[config.mk]
export PLATFORM = sky130hd
export DESIGN_NAME = k2_multi_program_runner
export DESIGN_NICKNAME = d
export VERILOG_FILES = /design/src/rtl/k2_exec_pkg.sv /design/src/rtl/K2_processor.sv /design/src/rtl/k2_program_bank_ram.sv /design/src/rtl/k2_multi_program_runner.sv
export SDC_FILE = /design/constraint.sdc
export NUM_CORES = 1
export LEC_CHECK = 0
export CAP_MARGIN = 10
export CORE_MARGIN = 8
export CORE_UTILIZATION = 49
export CTS_BUF_LIST = sky130_fd_sc_hd__clkbuf_4 sky130_fd_sc_hd__clkbuf_8
export DETAILED_ROUTE_END_ITERATION = 10
export DONT_BUFFER_PORTS = 1
export PLACE_DENSITY = 0.68
export SYNTH_ARGS = -nofsm -noshare
export SYNTH_HDL_FRONTEND = slang
export SYNTH_SLANG_ARGS = --single-unit
[constraint.sdc]
create_clock -name clk -period 1.5 [get_ports clk]
set_input_delay 0.3 -clock clk [delete_from_list [all_inputs] [get_ports clk]]
set_output_delay 0.3 -clock clk [all_outputs]
set_load 0.02 [all_outputs]
[src/rtl/k2_exec_pkg.sv]
// Shared types and constants for the K2 multi-program execution harness.
package k2_exec_pkg;

  typedef enum logic [1:0] {
    IDLE = 2'd0,
    RUN  = 2'd1,
    DONE = 2'd2
  } run_state_t;

  localparam int INST_W     = 8;
  localparam int PADDR_W    = 4;
  localparam int PROG_DEPTH = 16;

  // K2 core opcodes live in instruction bits [7:4]; [3:0] is the immediate.
  localparam logic [3:0] OP_NOP  = 4'h0;
  localparam logic [3:0] OP_LDA  = 4'h1;
  localparam logic [3:0] OP_LDB  = 4'h2;
  localparam logic [3:0] OP_ADDA = 4'h3;
  localparam logic [3:0] OP_ADDB = 4'h4;
  localparam logic [3:0] OP_OUTA = 4'h5;
  localparam logic [3:0] OP_JMP  = 4'h6;

endpackage

[src/rtl/K2_processor.sv]
// Minimal K2 core: Ra/Rb/Ro registers, 4-bit PC, one instruction per cycle.
module K2_processor
  import k2_exec_pkg::*;
#(
  parameter int Bits = 8
) (
  input  logic               clk,
  input  logic               rst_n,
  input  logic [INST_W-1:0]  instruction_data,
  output logic [PADDR_W-1:0] ProgramAddress,
  output logic [Bits-1:0]    Ro
);

  logic [PADDR_W-1:0] pc_q, pc_d;
  logic [Bits-1:0]    ra_q, ra_d, rb_q, rb_d, ro_q, ro_d, sum;
  logic [3:0]         op, imm;

  assign op  = instruction_data[7:4];
  assign imm = instruction_data[3:0];
  assign sum = ra_q + rb_q;

  always_comb begin
    pc_d = pc_q + 1'b1;
    ra_d = ra_q;
    rb_d = rb_q;
    ro_d = ro_q;
    case (op)
      OP_LDA:  ra_d = Bits'(imm);
      OP_LDB:  rb_d = Bits'(imm);
      OP_ADDA: begin ra_d = sum; ro_d = sum; end
      OP_ADDB: begin rb_d = sum; ro_d = sum; end
      OP_OUTA: ro_d = ra_q;
      OP_JMP:  pc_d = imm;
      default: ;
    endcase
  end

  always_ff @(posedge clk or negedge rst_n) begin
    if (!rst_n) begin
      pc_q <= '0;
      ra_q <= '0;
      rb_q <= '0;
      ro_q <= '0;
    end else begin
      pc_q <= pc_d;
      ra_q <= ra_d;
      rb_q <= rb_d;
      ro_q <= ro_d;
    end
  end

  assign ProgramAddress = pc_q;
  assign Ro             = ro_q;

endmodule

[src/rtl/k2_program_bank_ram.sv]
// NUM_PROGS banks of 16x8 program storage: one sync write port, one async read port.
module k2_program_bank_ram
  import k2_exec_pkg::*;
#(
  parameter int NUM_PROGS = 4,
  parameter int BANK_W    = 2
) (
  input  logic               clk,
  input  logic               we_i,
  input  logic [BANK_W-1:0]  wbank_i,
  input  logic [PADDR_W-1:0] waddr_i,
  input  logic [INST_W-1:0]  wdata_i,
  input  logic [BANK_W-1:0]  rbank_i,
  input  logic [PADDR_W-1:0] raddr_i,
  output logic [INST_W-1:0]  rdata_o
);

  // Flat storage indexed by {bank, addr}; contents are deliberately not reset.
  logic [INST_W-1:0] mem_q [NUM_PROGS*PROG_DEPTH];

  always_ff @(posedge clk) begin
    if (we_i) mem_q[{wbank_i, waddr_i}] <= wdata_i;
  end

  assign rdata_o = mem_q[{rbank_i, raddr_i}];

endmodule

[src/rtl/k2_multi_program_runner.sv]
// Execution harness: banked program store, run FSM, cycle budget and result capture for one K2 core.
// Optional ro change detection (ro_chg / ro_chg_cnt) is built when K2_EXEC_RO_CHANGE_EN is defined.
module k2_multi_program_runner
  import k2_exec_pkg::*;
#(
  parameter int BITS      = 8,
  parameter int NUM_PROGS = 4,
  parameter int CNT_W     = 16,
  parameter int BANK_W    = (NUM_PROGS > 1) ? $clog2(NUM_PROGS) : 1
) (
  input  logic               clk,
  input  logic               rst_n,
  input  logic               ld_valid,
  output logic               ld_ready,
  input  logic [BANK_W-1:0]  ld_bank,
  input  logic [PADDR_W-1:0] ld_addr,
  input  logic [INST_W-1:0]  ld_data,
  input  logic               start,
  input  logic [BANK_W-1:0]  run_bank,
  input  logic [CNT_W-1:0]   run_len,
  input  logic               abort,
  output logic               busy,
  output logic               done,
  output logic [BITS-1:0]    ro,
  output logic [CNT_W-1:0]   cycles
`ifdef K2_EXEC_RO_CHANGE_EN
  ,
  output logic               ro_chg,
  output logic [CNT_W-1:0]   ro_chg_cnt
`endif
);

  localparam logic [BANK_W:0]  NPROGS = (BANK_W+1)'(NUM_PROGS);
  localparam logic [CNT_W-1:0] ONE    = CNT_W'(1);

  run_state_t         state_q, state_d;
  logic [BANK_W-1:0]  bank_q;
  logic [CNT_W-1:0]   len_q, cyc_q;
  logic [BITS-1:0]    ro_q, core_ro;
  logic               run_q, core_rst_n;
  logic [PADDR_W-1:0] paddr;
  logic [INST_W-1:0]  inst;
  logic               start_ok, last, go, stay_run, we;

  assign start_ok = start && ({1'b0, run_bank} < NPROGS);
  assign last     = (cyc_q == len_q - ONE);
  assign go       = (state_q != RUN) && (state_d == RUN);
  assign stay_run = (state_q == RUN) && (state_d == RUN);
  assign we       = ld_valid && ld_ready && ({1'b0, ld_bank} < NPROGS);

  always_ff @(posedge clk or negedge rst_n) begin
    if (!rst_n) state_q <= IDLE;
    else        state_q <= state_d;
  end

  // abort dominates both start and budget expiry
  always_comb begin
    state_d = state_q;
    unique case (state_q)
      IDLE, DONE: begin
        if (abort)         state_d = IDLE;
        else if (start_ok) state_d = RUN;
      end
      RUN: begin
        if (abort)     state_d = IDLE;
        else if (last) state_d = DONE;
      end
      default: state_d = IDLE;
    endcase
  end

  always_comb begin
    busy     = (state_q == RUN);
    done     = (state_q == DONE);
    ld_ready = (state_q != RUN);
  end

  always_ff @(posedge clk or negedge rst_n) begin
    if (!rst_n) begin
      run_q  <= 1'b0;
      bank_q <= '0;
      len_q  <= ONE;
      cyc_q  <= '0;
      ro_q   <= '0;
    end else begin
      run_q <= (state_d == RUN);
      if (go) begin
        bank_q <= run_bank;
        len_q  <= (run_len == '0) ? ONE : run_len;
        cyc_q  <= '0;
      end else if (stay_run && cyc_q != '1) begin
        cyc_q <= cyc_q + ONE;
      end
      if (state_q == RUN && !abort) ro_q <= core_ro;
    end
  end

  // Core sits in reset outside RUN so each run starts at address 0 with clean registers.
  assign core_rst_n = rst_n & run_q;

  k2_program_bank_ram #(.NUM_PROGS(NUM_PROGS), .BANK_W(BANK_W)) u_ram (
    .clk     (clk),
    .we_i    (we),
    .wbank_i (ld_bank),
    .waddr_i (ld_addr),
    .wdata_i (ld_data),
    .rbank_i (bank_q),
    .raddr_i (paddr),
    .rdata_o (inst)
  );

  K2_processor #(.Bits(BITS)) u_core (
    .clk              (clk),
    .rst_n            (core_rst_n),
    .instruction_data (inst),
    .ProgramAddress   (paddr),
    .Ro               (core_ro)
  );

  assign ro     = ro_q;
  assign cycles = cyc_q;

`ifdef K2_EXEC_RO_CHANGE_EN
  logic             chg_d, chg_q;
  logic [CNT_W-1:0] chg_cnt_q;

  assign chg_d = (state_q == RUN) && !abort && (core_ro != ro_q);

  always_ff @(posedge clk or negedge rst_n) begin
    if (!rst_n) begin
      chg_q     <= 1'b0;
      chg_cnt_q <= '0;
    end else begin
      chg_q <= chg_d;
      if (go)                            chg_cnt_q <= '0;
      else if (chg_d && chg_cnt_q != '1) chg_cnt_q <= chg_cnt_q + ONE;
    end
  end

  assign ro_chg     = chg_q;
  assign ro_chg_cnt = chg_cnt_q;
`endif

endmodule

[Word level (Yosys, flattened, before mapping)]
Memories as Yosys holds them, arrays and structs flattened.
Cells that the tools add are included.
W data, S select, Z words.
Storage, ports and cells
  word-level logic and storage cells: 56
  RAM bits: 512
  memories kept: 1
  input bits: 37
  output and inout bits: 27
  bits in registers: 73
Memory list
  u_ram.mem_q: words 64, bits a word 8, read ports 1, clocked after Yosys merged registers in 0, wr ports 1, RTL line k2_program_bank_ram.sv:19  | logic [INST_W-1:0] mem_q [NUM_PROGS*PROG_DEPTH];
Operators by class
  muxes and demuxes: 14
  bitwise gates (word level): 1
  reduce and logical (&&, ||, !) cells: 14
  equality and inequality tests: 12
  add/subtract/negate cells: 4
Operator list (count)
  $mux W16: 3
  $pmux W8 S2: 3
  $add A16 B1 Y16 const B: 1
  $eq A16 B16 Y1: 1
  $logic_not A16 Y1: 1
  $ne A16 B16 Y1 const B: 1
  $sub A16 B1 Y16 const B: 1
  $eq A4 B3 Y1 const B: 3
  $add A8 B8 Y8: 1
  $eq A4 B2 Y1 const B: 2
  $mux W2: 4
  $reduce_bool A2 Y1: 4
  $logic_and A1 B1 Y1: 5
  $add A4 B1 Y4 const B: 1
  $eq A2 B1 Y1 const B: 2
  $eq A4 B1 Y1 const B: 1
  $mux W4: 1
  $pmux W2 S2: 1
  $reduce_or A2 Y1: 2
  $eq A2 B2 Y1 const B: 1
  $logic_not A2 Y1: 1
  $mux W1: 2
  $ne A2 B1 Y1 const B: 1
  $and A1 B1 Y1: 1
  $logic_not A1 Y1: 1

[Depth between registers and ports, before layout]
Gate-level depths: netlist of the first run.
  word-level depth: 10
  depth in mapped cells: 12
  gate-level depth less buffers: 11

[Cells and area by module]
Synthesis of the first run repeated with hierarchy kept, for this count alone.
Unflattened totals
  cells, all modules: 1422
  area, all modules: 24339.6 um^2
Modules (own cells, without submodules)
  k2_program_bank_ram: seq. area each 15374.7 um^2, cells an instance 932, area an instance 20006.7 um^2, instances 1
  k2_multi_program_runner: seq. area each 1127.3 um^2, cells an instance 301, area an instance 2638.8 um^2, instances 1
  K2_processor: seq. area each 700.7 um^2, cells an instance 189, area an instance 1694.1 um^2, instances 1

[Worst setup path before layout of the first run]
No wires, ideal clock.
  path type: register to register
  start point: register u_core.pc_q[1], in the netlist u_core.ProgramAddress[1]
  end point: register u_core.rb_q[2]
  library setup time: 118 ps
  clock period less this slack: 3019 ps
  required time: 1382 ps
  path slack: -1519 ps
  cell stages (with the launch flop): 10
  path buffers: 4
  data arrival time: 2901 ps
  cells stage by stage: dfrtp_1 -> buf_4 -> buf_6 -> buf_2 -> buf_1 -> mux4_2 -> mux4_2 -> mux4_2 -> a22o_1 -> a21o_1
On the way
  word-level cells in the longest chain between the ends: 3
  elaborated cells on any way between the ends: 5
  those cells by class: 2 x eq/ne; 1 x mux; 1 x reduce/logical; 1 x memory
RTL lines
  start, declared: RTL line K2_processor.sv:14  | logic [PADDR_W-1:0] pc_q, pc_d;
  start signal, assigned: RTL line K2_processor.sv:45  | pc_q <= pc_d;
  $mem_v2 Z64 W8 (*)
  $eq A4 B3 Y1 / $eq A4 B2 Y1 (equally long branches): RTL line K2_processor.sv:27  | case (op)
  $pmux W8 S2 / $reduce_bool A2 Y1 (equally long branches)
  end signal, assigned: RTL line K2_processor.sv:47  | rb_q <= rb_d;
  end, declared: RTL line K2_processor.sv:15  | logic [Bits-1:0] ra_q, ra_d, rb_q, rb_d, ro_q, ro_d, sum;
Every way passes the cells marked *; elsewhere a longest branch is shown, timed or not.
A chain may end at the register's enable or synchronous reset.

[Final worst setup path of the first run]
  start point: register u_core.pc_q[0], in the netlist u_core.ProgramAddress[0]
  end point: register u_core.rb_q[2]
The elaborated chain is that of the path after synthesis.

==> reports/metrics.cfg, run 1 <==
[timing]
slew_headroom_pct = 64.41
slew_viol_final = 0
setup_viol = 578
rsz0062_at_grt = true
fin_crit_sh_pct = 203.4
worst_slack_ns = -1.551
skew_ns = 0.04917
hold_violations = 0
tightest_slew_ns = 0.5338
period_minus_slack_ns = 3.051
max_freq_ghz = 0.3278

[setup_path]
cp.arrival_ns = 3.59
cp_slowest_stage_delay_ns = 0.57
crit_chain = buf_12, buf_12, buf_8, mux4_2, mux4_2, mux4_2, a22o_1, a21o_1
startpoint_type = register
cp_common_cell = mux4_2
cp_max_fo = 8
cp.required_ns = 2.04
cp_slowest_cell = mux4_2
path_class = register to register
crit_path_end_kind = register
worstRegToRegCells = 8

[floorplanning]
die_x_um = 238.6
core_area_sq_um = 48950
initial_core_util_pct = 49.61
std_cell_rows = 81
io_pins = 64
die_h_um = 238.6
fp.dieArea_sq_um = 56940

[synth]
ys_async_sr_fraction_pct = 12.48
syn_inst = 1347
ys_types = 75
ys_ff_latch = 585
yosys.area.top_type = edfxtp_1
synth_area_leaders = edfxtp_1, mux4_2, dfrtp_1
postSynthAreaPerCell_sq_um = 18.03
synth_area_sq_um = 24280
ys_seq_area_share_pct = 70.84
synth.net_count = 1395
synth_ff_type = edfxtp_1
synth-edff-count = 512
yosys.cell_count.top_type = edfxtp_1
synth_commonest_cells = edfxtp_1, mux4_2, nand2_1
netlist.area_leader.share_pct = 63.31
ys_warn_count = 0

[cts]
cts_tree = built
path_clk_slew_ns = 0.06
clock_sinks = 585
cts_max_path_buffers = 3
cts_inserted_buffers = 93
clock_latency_ns = 0.68
root_buffer = clkbuf_8
htreeDepth = 3

[drt]
detail_route.wl_per_cell_um = 24.14
routed_wl_mm = 60.22
vias = 14290
drc = 0
ant_nets = 0
dr.pass1.iters = 5
drt_iter0_drc = 1227
viasPerCell = 5.725

[cells_and_area]
fin_util_pct = 65.95
final_cells = 2495
seq_area_sq_um = 17220
final_net_count = 1804
fillerInstances = 3172
multi_input_area_sq_um = 7801
area_growth_pct = 32.94
layout-drive-gt1-share_pct = 47.35

[outcome]
status = finished, violations left
failed_checks = negative setup slack

[global_route]
grt_max_degree = 65
grt_usage_pct = 21.10
antenna_found_initial = 2
grt-ovfl-total = 0
grt_pass1_vias = 14590
grt_pass1_wl_mm = 90.32

[pwr]
leakage_nw = 11.19
powerDensity_nw_per_um2 = 1607
irDropWorstVdd_v = 0.001142

[job]
maxCapViolCount = 0

[placement]
dp.cells = 2207
gpl.final_weighted_congestion = 0.8420
dp_hpwl_mm = 37.62
io_buffers = 0

[min_path]
hp-class = input port to register
holdPathStages = 3

-- worst paths after layout --
path                                            endpoint  slack [ns]                startpoint
worst max-delay path                      u_core.rb_q[2]       -1.55  u_core.ProgramAddress[0]
worst min-delay path                  u_ram.mem_q[47][3]        0.06                ld_addr[0]
worst max register to register            u_core.rb_q[2]       -1.55  u_core.ProgramAddress[0]
worst min register to register              u_core.Ro[0]        0.37                     run_q
max in group asynchronous       u_core.ProgramAddress[1]        0.51                     rst_n
min in group asynchronous                     cycles[12]        0.17                     rst_n
-- flip-flops by register name, indices dropped and copies added, names as in the netlist --
register and count:
cycles 16, bank_q 2, u_core.rb_q 8, u_ram.mem_q 512, u_core.ProgramAddress 4, run_q 1, ro 8, u_core.ra_q 8
state_q 2, u_core.Ro 8, len_q 16
-- cells in the final DEF (no fill, tap or decap), drive strengths merged, types with 5 or more instances in the layout --
master / netlist / routed
edfxtp: 512 / 512
buf: 41 / 355
mux4: 148 / 148
clkbuf: 30 / 135
nand2: 104 / 104
nor2: 97 / 97
dfrtp: 72 / 72
o21ai: 32 / 32
clkinv: 0 / 29
dlygate4sd3: 0 / 28
nand3: 24 / 24
mux2: 23 / 23
inv: 19 / 21
nor3: 21 / 21
xnor2: 20 / 20
a21oi: 20 / 20
mux2i: 17 / 17
nor4: 11 / 11
or4: 11 / 11
a22oi: 11 / 11
ha: 10 / 10
nand2b: 9 / 9
or3: 9 / 9
o31ai: 9 / 9
xor2: 8 / 8
nand4: 8 / 8
a21o: 6 / 6
and3: 6 / 6
nor2b: 6 / 6
nand3b: 5 / 5
-- where the power goes --
group	switching, W	internal (W)	total (W)	leakage [nW]
clock	0.00609	0.00697	0.0131	0.947
sequential	0.000538	0.0183	0.0188	5.54
combinational	0.00945	0.0105	0.0200	4.70
total	0.0161	0.0358	0.0519	11.2
-- cell families after synthesis --
group,after synthesis,synth area share [%]
adders and majority gates,11,0.5977
xor gates and xnor gates,29,1.103
and+or+nand+nor,326,6.502
muxes,188,15.51
AOI/OAI and AO/OA,118,3.427
DFF,585,70.84
buffers and inverters,90,2.020
-- metrics by stage --
stage / worst slack (ns) / power [W] / TNS [ns] / hold slack [ns] / instance area, sq um
floorplan: -1.359 / 0.02993 / -172.70 / 0.004409 / 25310
global placement: -1.621 / 0.03576 / -251.93 / 0.005734 / 28100
detailed placement: -1.620 / 0.03599 / -272.79 / 0.005764 / 28100
CTS: -1.511 / 0.05140 / -242.76 / 0.01252 / 31530
global route: -1.588 / 0.05397 / -262.20 / 0.03173 / 32280
finish: -1.551 / 0.05187 / -240.84 / 0.05580 / 32280
-- area by class of cell --
type                       count  area share (%)
sequential                   585           53.35
multi-input combinational    672           24.17
timing repair buffer         385           14.10
clock buffer                 133           5.031
tap                          664           2.574
clock inverter                35          0.5426
inverter                      19          0.2209
antenna                        2         0.01550
-- worst max-delay path, delay by kind of cell, from the launching register on --
family / cells / cell delay, ns
buffers and inverters: 3 / 0.43
flip-flops: 1 / 0.47
AO/OA/AOI/OAI: 2 / 0.38
multiplexers: 3 / 1.65
-- what timing repair did --
action                     4_1_cts  5_1_grt
hold endpoints to repair       606        0
hold buffers                    37        0
setup buffers                   52       25
setup endpoints to repair      594      595
cloned                           6        3
gates resized for setup        111       90
pin swaps                       56       60
-- layer usage --
metal,GRT usage [%],vias up,wire length (um)
li1,-,6260,-
met1,28.37,7465,25190
met2,34.34,458,29920
met3,4.507,102,3606
met4,6.718,0,1499
met5,0,-,0
No activity file was read; power rests on OpenSTA's default activity.
==> inputs of run 2 (changes only) <==
CORE_UTILIZATION = 43   (was 49)
PLACE_DENSITY = 0.62   (was 0.68)
==> reports/metrics.cfg, run 2 (synthesis results as in run 1) <==
[timing]
setup_viol = 578  ; unchanged
slew_headroom_pct = 65.19  ; +0.78 points
period_minus_slack_ns = 3.055  ; +0.003950 ns
hold_violations = 0  ; unchanged
max_freq_ghz = 0.3273  ; -0.13%
rsz0062_at_grt = true
slew_viol_final = 0  ; unchanged
fin_crit_sh_pct = 203.7  ; +0.26 points
holdWs_ns = 0.1078  ; +0.05203 ns
worst_slack_ns = -1.555  ; -0.003950 ns
skew_ns = 0.04208  ; -0.007090 ns
tightest_slew_ns = 0.5221  ; -0.01172 ns
finalSetupTns_ns = -276.56  ; -35.72 ns

[floorplanning]
initial_core_util_pct = 43.23  ; -6.4 points
std_cell_rows = 87  ; +7.4%
die_x_um = 253.6  ; +6.3%
io_pins = 64  ; unchanged
core_area_sq_um = 56170  ; +15%
fp.dieArea_sq_um = 64330  ; +13%
die_h_um = 253.6  ; +6.3%

[outcome]
failed_checks = negative setup slack
status = finished, violations left

[setup_path]
cp.arrival_ns = 3.60  ; about the same
cp_slowest_stage_delay_ns = 0.56  ; about the same
rr_startpoint = u_core.ProgramAddress[0]
startpoint_type = register
crit_path_end_kind = register
cp_slowest_cell = mux4_2
path_class = register to register
r2r_slack_ns = -1.55  ; about the same
worst-path-buf-inv = 3  ; unchanged
cp_max_fo = 9  ; +1
crit_chain = buf_12, buf_12, buf_12, mux4_2, mux4_2, mux4_2, a22o_1, a21o_1
cp.required_ns = 2.05  ; about the same
path_delay_family = multiplexers
worstSetupStartpoint = u_core.ProgramAddress[0]

[placement]
io_buffers = 0  ; unchanged
place_area_sq_um = 28490  ; +1.4%
dp_hpwl_mm = 38.84  ; +3.2%
gpl.final_weighted_congestion = 0.8341  ; -0.94%

[cts]
clock_latency_ns = 0.68  ; about the same
clock_sinks = 585  ; unchanged
path_clk_slew_ns = 0.07  ; about the same
root_buffer = clkbuf_8
cts_tree = built
cts_inserted_buffers = 93  ; unchanged
cts_max_path_buffers = 3  ; unchanged
htreeDepth = 3  ; unchanged

[drt]
routed_wl_mm = 63.04  ; +4.7%
viasPerCell = 5.488  ; -4.2%
vias = 14190  ; -0.66%
dr.pass1.iters = 7  ; +2
ant_nets = 0  ; unchanged
drt_iter0_drc = 1121  ; -8.6%
detail_route.wl_per_cell_um = 24.38  ; +1.0%
drc = 0  ; unchanged

[cells_and_area]
layout-drive-gt1-share_pct = 47.68  ; +0.33 points
largest_reg_flops = 512  ; unchanged
final_common_cell = edfxtp_1
area_growth_pct = 33.73
fin_util_pct = 57.81  ; -8.1 points
final_net_count = 1803  ; -0.055%
final_cell_area_sq_um = 32470  ; +0.60%
fillerInstances = 4227  ; +33%
largest-register = u_ram.mem_q
final_cell_mix = edfxtp_1, buf_4, mux4_2

[pwr]
leakage_nw = 11.22  ; +0.29%
powerDensity_nw_per_um2 = 1611  ; +0.27%
finalPower_w = 0.05232  ; +0.87%
irDropWorstVdd_v = 0.001031  ; -9.7%

[global_route]
grt_usage_pct = 19.69  ; -1.4 points
grt_pass1_wl_mm = 93.85  ; +3.9%
grt_max_degree = 65  ; unchanged
antenna_found_initial = 5  ; +3
grt_pass1_vias = 14760  ; +1.2%
grt-ovfl-total = 0  ; unchanged

[min_path]
hp-class = input port to register
worstHoldStart = abort

[job]
maxCapViolCount = 0  ; unchanged

[run 2: cell count changes in the layout (fill, tap and decap cells not counted), sizes merged]
cell / delta
bufinv: +4
inv: -1
clkbuf: -10
clkinvlp: -1
clkinv: +7
dlygate4sd3: +1
buf: -1
bufbuf: +1
diode: -1
[run 2: what timing repair did]
item                                    4_1_cts  5_1_grt
cloned                                        7        1
resized for setup                            78      110
pin swaps                                    42       47
hold buffers                                 38        0
endpoints found under the hold margin       612        0
buffers inserted                             54       15
endpoints found under the setup margin      599      596
[run 2: stage by stage]
| step | worst slack, ns | instances |
|---|---|---|
| after floorplan | -1.359 | 1347 |
| after global placement | -1.640 | 2309 |
| after detailed placement | -1.675 | 2309 |
| after CTS | -1.572 | 2574 |
| after global routing | -1.643 | 2586 |
| final | -1.555 | 2586 |
[run 2: path summary, 6_finish.rpt]
kind | endpoint | cells after the start
min in group asynchronous | run_q | 2
worst min-delay path | len_q[0] | 4
worst max-delay path | u_core.rb_q[3] | 8
worst min register to register | u_core.Ro[1] | 2
max in group asynchronous | u_core.ProgramAddress[2] | 4
worst max register to register | u_core.rb_q[3] | 8
[run 2: layout make-up]
cell class	instances	area [sq um]	share of cell area, %
Sequential cell	585	17220	53.04
Clock buffer	125	1551	4.778
Timing Repair Buffer	384	4556	14.03
Antenna cell	1	2.502	0.007706
Inverter	19	71.32	0.2196
Clock inverter	44	306.5	0.9440
Multi-Input combinational cell	672	7816	24.07
Tap cell	756	945.9	2.913
[run 2: routing by layer]
metal	vias to the layer above	wire (um)	GRT usage, %
met5	-	0	0
met4	0	1396	6.177
met3	82	4101	3.845
met2	488	31760	32.85
met1	7361	25780	26.01
li1	6260	-	-
[run 2: report_power, final]
group	internal, W	leakage (nW)	total, W	switching, W
clock network	0.00741	0.981	0.0136	0.00622
logic	0.0105	4.70	0.0198	0.00929
registers	0.0183	5.54	0.0189	0.000621
total	0.0362	11.2	0.0523	0.0161
[run 2: worst register-to-register path: stages, from the launching register on]
cell and delay, ns:
dfrtp_4 0.54, buf_12 0.18, buf_12 0.11, buf_12 0.13, mux4_2 0.56, mux4_2 0.51
mux4_2 0.56, a22o_1 0.21, a21o_1 0.14
==> inputs of run 3 (changes only) <==
SYNTH_HIERARCHICAL = 1   (was unset)
==> reports/metrics.cfg, run 3 <==
[synth]
ys_types = 80  ; +6.7%
syn_inst = 1422  ; +5.6%
synth_area_sq_um = 24340  ; +0.23%
yosys.cell_count.top_type = edfxtp_1
netlist.area_leader.share_pct = 63.17  ; -0.15 points
synth_xor_area_share_pct = 1.033  ; -0.069 points
ys_seq_area_share_pct = 70.68  ; -0.16 points
ys_ff_latch = 585  ; unchanged
synthAdderAreaFrac_pct = 0.5963  ; -0.0014 points
ys_warn_count = 6  ; +6
ys_async_sr_fraction_pct = 12.48  ; unchanged
synth-compound-area-share_pct = 4.262  ; +0.84 points
postSynthAreaPerCell_sq_um = 17.12  ; -5.1%
synth_ff_type = edfxtp_1
synth_commonest_cells = edfxtp_1, mux4_2, nand2_1
synth_top_family_by_area = multiplexers
synth-edff-count = 512  ; unchanged
yosys.area.top_type = edfxtp_1
synth_area_leaders = edfxtp_1, mux4_2, dfrtp_1
synth.area.mux_share_pct = 14.16  ; -1.3 points
synth.net_count = 1470  ; +5.4%
synthSimpleGateAreaFrac_pct = 7.269  ; +0.77 points

[cts]
cts_tree = built
path_clk_slew_ns = 0.06  ; about the same
cts_inserted_buffers = 95  ; +2.2%
root_buffer = clkbuf_8
htreeDepth = 3  ; unchanged
clock_sinks = 585  ; unchanged
cts_max_path_buffers = 3  ; unchanged
clock_latency_ns = 0.68  ; about the same

[timing]
tightest_slew_ns = 0.5328  ; +0.01069 ns
worst_slack_ns = -1.740  ; -0.1846 ns
finalSetupTns_ns = -267.87  ; +8.696 ns
holdWs_ns = 0.04609  ; -0.06175 ns
setup_viol = 579  ; +0.17%
skew_ns = 0.02445  ; -0.01764 ns
slew_headroom_pct = 64.41  ; -0.78 points
slew_viol_final = 0  ; unchanged
period_minus_slack_ns = 3.240  ; +0.1846 ns
max_freq_ghz = 0.3087  ; -5.7%
hold_violations = 0  ; unchanged
fin_crit_sh_pct = 216.0  ; +12 points
rsz0062_at_grt = true

[floorplanning]
io_pins = 64  ; unchanged
fp.dieArea_sq_um = 64470  ; +0.22%
core_area_sq_um = 56170  ; unchanged
die_h_um = 253.9  ; +0.11%
std_cell_rows = 87  ; unchanged
die_x_um = 253.9  ; +0.11%
initial_core_util_pct = 43.33  ; +0.10 points

[outcome]
failed_checks = negative setup slack
status = finished, violations left

[drt]
drc = 0  ; unchanged
dr.pass1.iters = 4  ; -3
routed_wl_mm = 61.29  ; -2.8%
drt_iter0_drc = 1104  ; -1.5%
ant_nets = 0  ; unchanged
viasPerCell = 5.507  ; +0.36%
detail_route.wl_per_cell_um = 22.90  ; -6.1%
vias = 14740  ; +3.9%

[placement]
dp_slack_ns = -1.970  ; -0.2948 ns
io_buffers = 0  ; unchanged
dp_hpwl_mm = 39.10  ; +0.68%
gpl.final_weighted_congestion = 0.8281  ; -0.72%

[cells_and_area]
fillerInstances = 4203  ; -0.57%
layout-drive-gt1-share_pct = 46.51  ; -1.2 points
final_common_cell = edfxtp_1
area_growth_pct = 34.89
largest_reg_flops = 512  ; unchanged
final_net_count = 1890  ; +4.8%
final_cell_mix = edfxtp_1, buf_4, mux4_2
largest-register = u_ram/mem_q

[pwr]
finalPower_w = 0.05333  ; +1.9%
powerDensity_nw_per_um2 = 1624  ; +0.81%
irDropWorstVdd_v = 0.0007814  ; -24%
leakage_nw = 11.41  ; +1.6%

[job]
maxCapViolCount = 0  ; unchanged

[global_route]
grt_usage_pct = 18.85  ; -0.84 points
grt_max_degree = 65  ; unchanged
grt_pass1_wl_mm = 91.93  ; -2.0%
antenna_found_initial = 0  ; -5
grt_pass1_vias = 15110  ; +2.4%
grt-ovfl-total = 0  ; unchanged

[setup_path]
crit_path_end_kind = register
rr_startpoint = u_core/ProgramAddress[0]
startpoint_type = register
path_class = register to register
cp.arrival_ns = 3.80  ; +0.20 ns
worstSetupStartpoint = u_core/ProgramAddress[0]
cp_max_fo = 8  ; -1
cp.required_ns = 2.06  ; about the same

[min_path]
hp-class = input port to register
worstHoldStart = abort

==> run 3: worst paths after layout <==
path	endpoint	slack, ns	cells past startpoint
max	u_core/Ro[1]	-1.74	11
min	ro[4]	0.05	3
max reg2reg	u_core/Ro[1]	-1.74	11
min reg2reg	u_core/Ro[2]	0.34	2
max in group asynchronous	u_core/ProgramAddress[2]	0.55	4
min in group asynchronous	cycles[2]	0.14	2
==> run 3: per-layer routing <==
| metal | vias to the layer above | GRT usage [%] | part of all wire (%) |
|---|---|---|---|
| met5 | - | 0 | 0 |
| met4 | 0 | 5.851 | 2.2 |
| met3 | 103 | 3.814 | 5.4 |
| met2 | 429 | 31.00 | 50 |
| met1 | 7664 | 25.18 | 42 |
| li1 | 6547 | - | - |
==> run 3: cells by family after synthesis <==
group                      Yosys count
xor gates and xnor gates            27
and+or+nand+nor                    374
adders and majority gates           11
muxes                              184
buffers and inverters               92
AOI/OAI and AO/OA                  149
DFF                                585
==> run 3: power breakdown <==
| group | switching, W | internal, W | leakage, nW | total, W |
|---|---|---|---|---|
| Clock | 0.00625 | 0.00789 | 1.03 | 0.0141 |
| Sequential | 0.000748 | 0.0184 | 5.54 | 0.0191 |
| Combinational | 0.00962 | 0.0105 | 4.84 | 0.0201 |
==> run 3: area by class of cell <==
type	instances	area, sq um	area share, %
sequential	585	17230	52.47
multi-input combinational	746	8033	24.47
timing repair buffer	396	4587	13.97
clock buffer	128	1574	4.794
tap	756	945.9	2.881
clock inverter	47	387.9	1.181
inverter	18	75.07	0.2287
antenna	1	2.502	0.007622
==> run 3: through the flow <==
step                      std cells  util, %  area, sq um
after floorplan                1422        -        25140
after global placement         2403    51.20        28760
after detailed placement       2403    51.20        28760
after CTS                      2652    57.14        32090
after global routing           2676    58.45        32830
final                          2677    58.45        32830
==> run 3: worst max-delay path, stage by stage (launching register included) <==
cell,delay [ns]
dfrtp_4,0.52
buf_4,0.16
buf_12,0.12
mux4_2,0.52
mux4_2,0.55
nor2_4,0.17
o32ai_4,0.14
and3b_2,0.24
buf_6,0.12
o21ai_4,0.23
nor3_1,0.09
a221o_1,0.26
==> run 3: repair_timing <==
item / in CTS / in global routing
gates cloned: 3 / 2
pin swaps: 34 / 61
hold buffers: 40 / 1
setup endpoints to repair: 609 / 609
gates resized for setup: 96 / 146
hold endpoints to repair: 624 / 1
setup buffers: 32 / 27
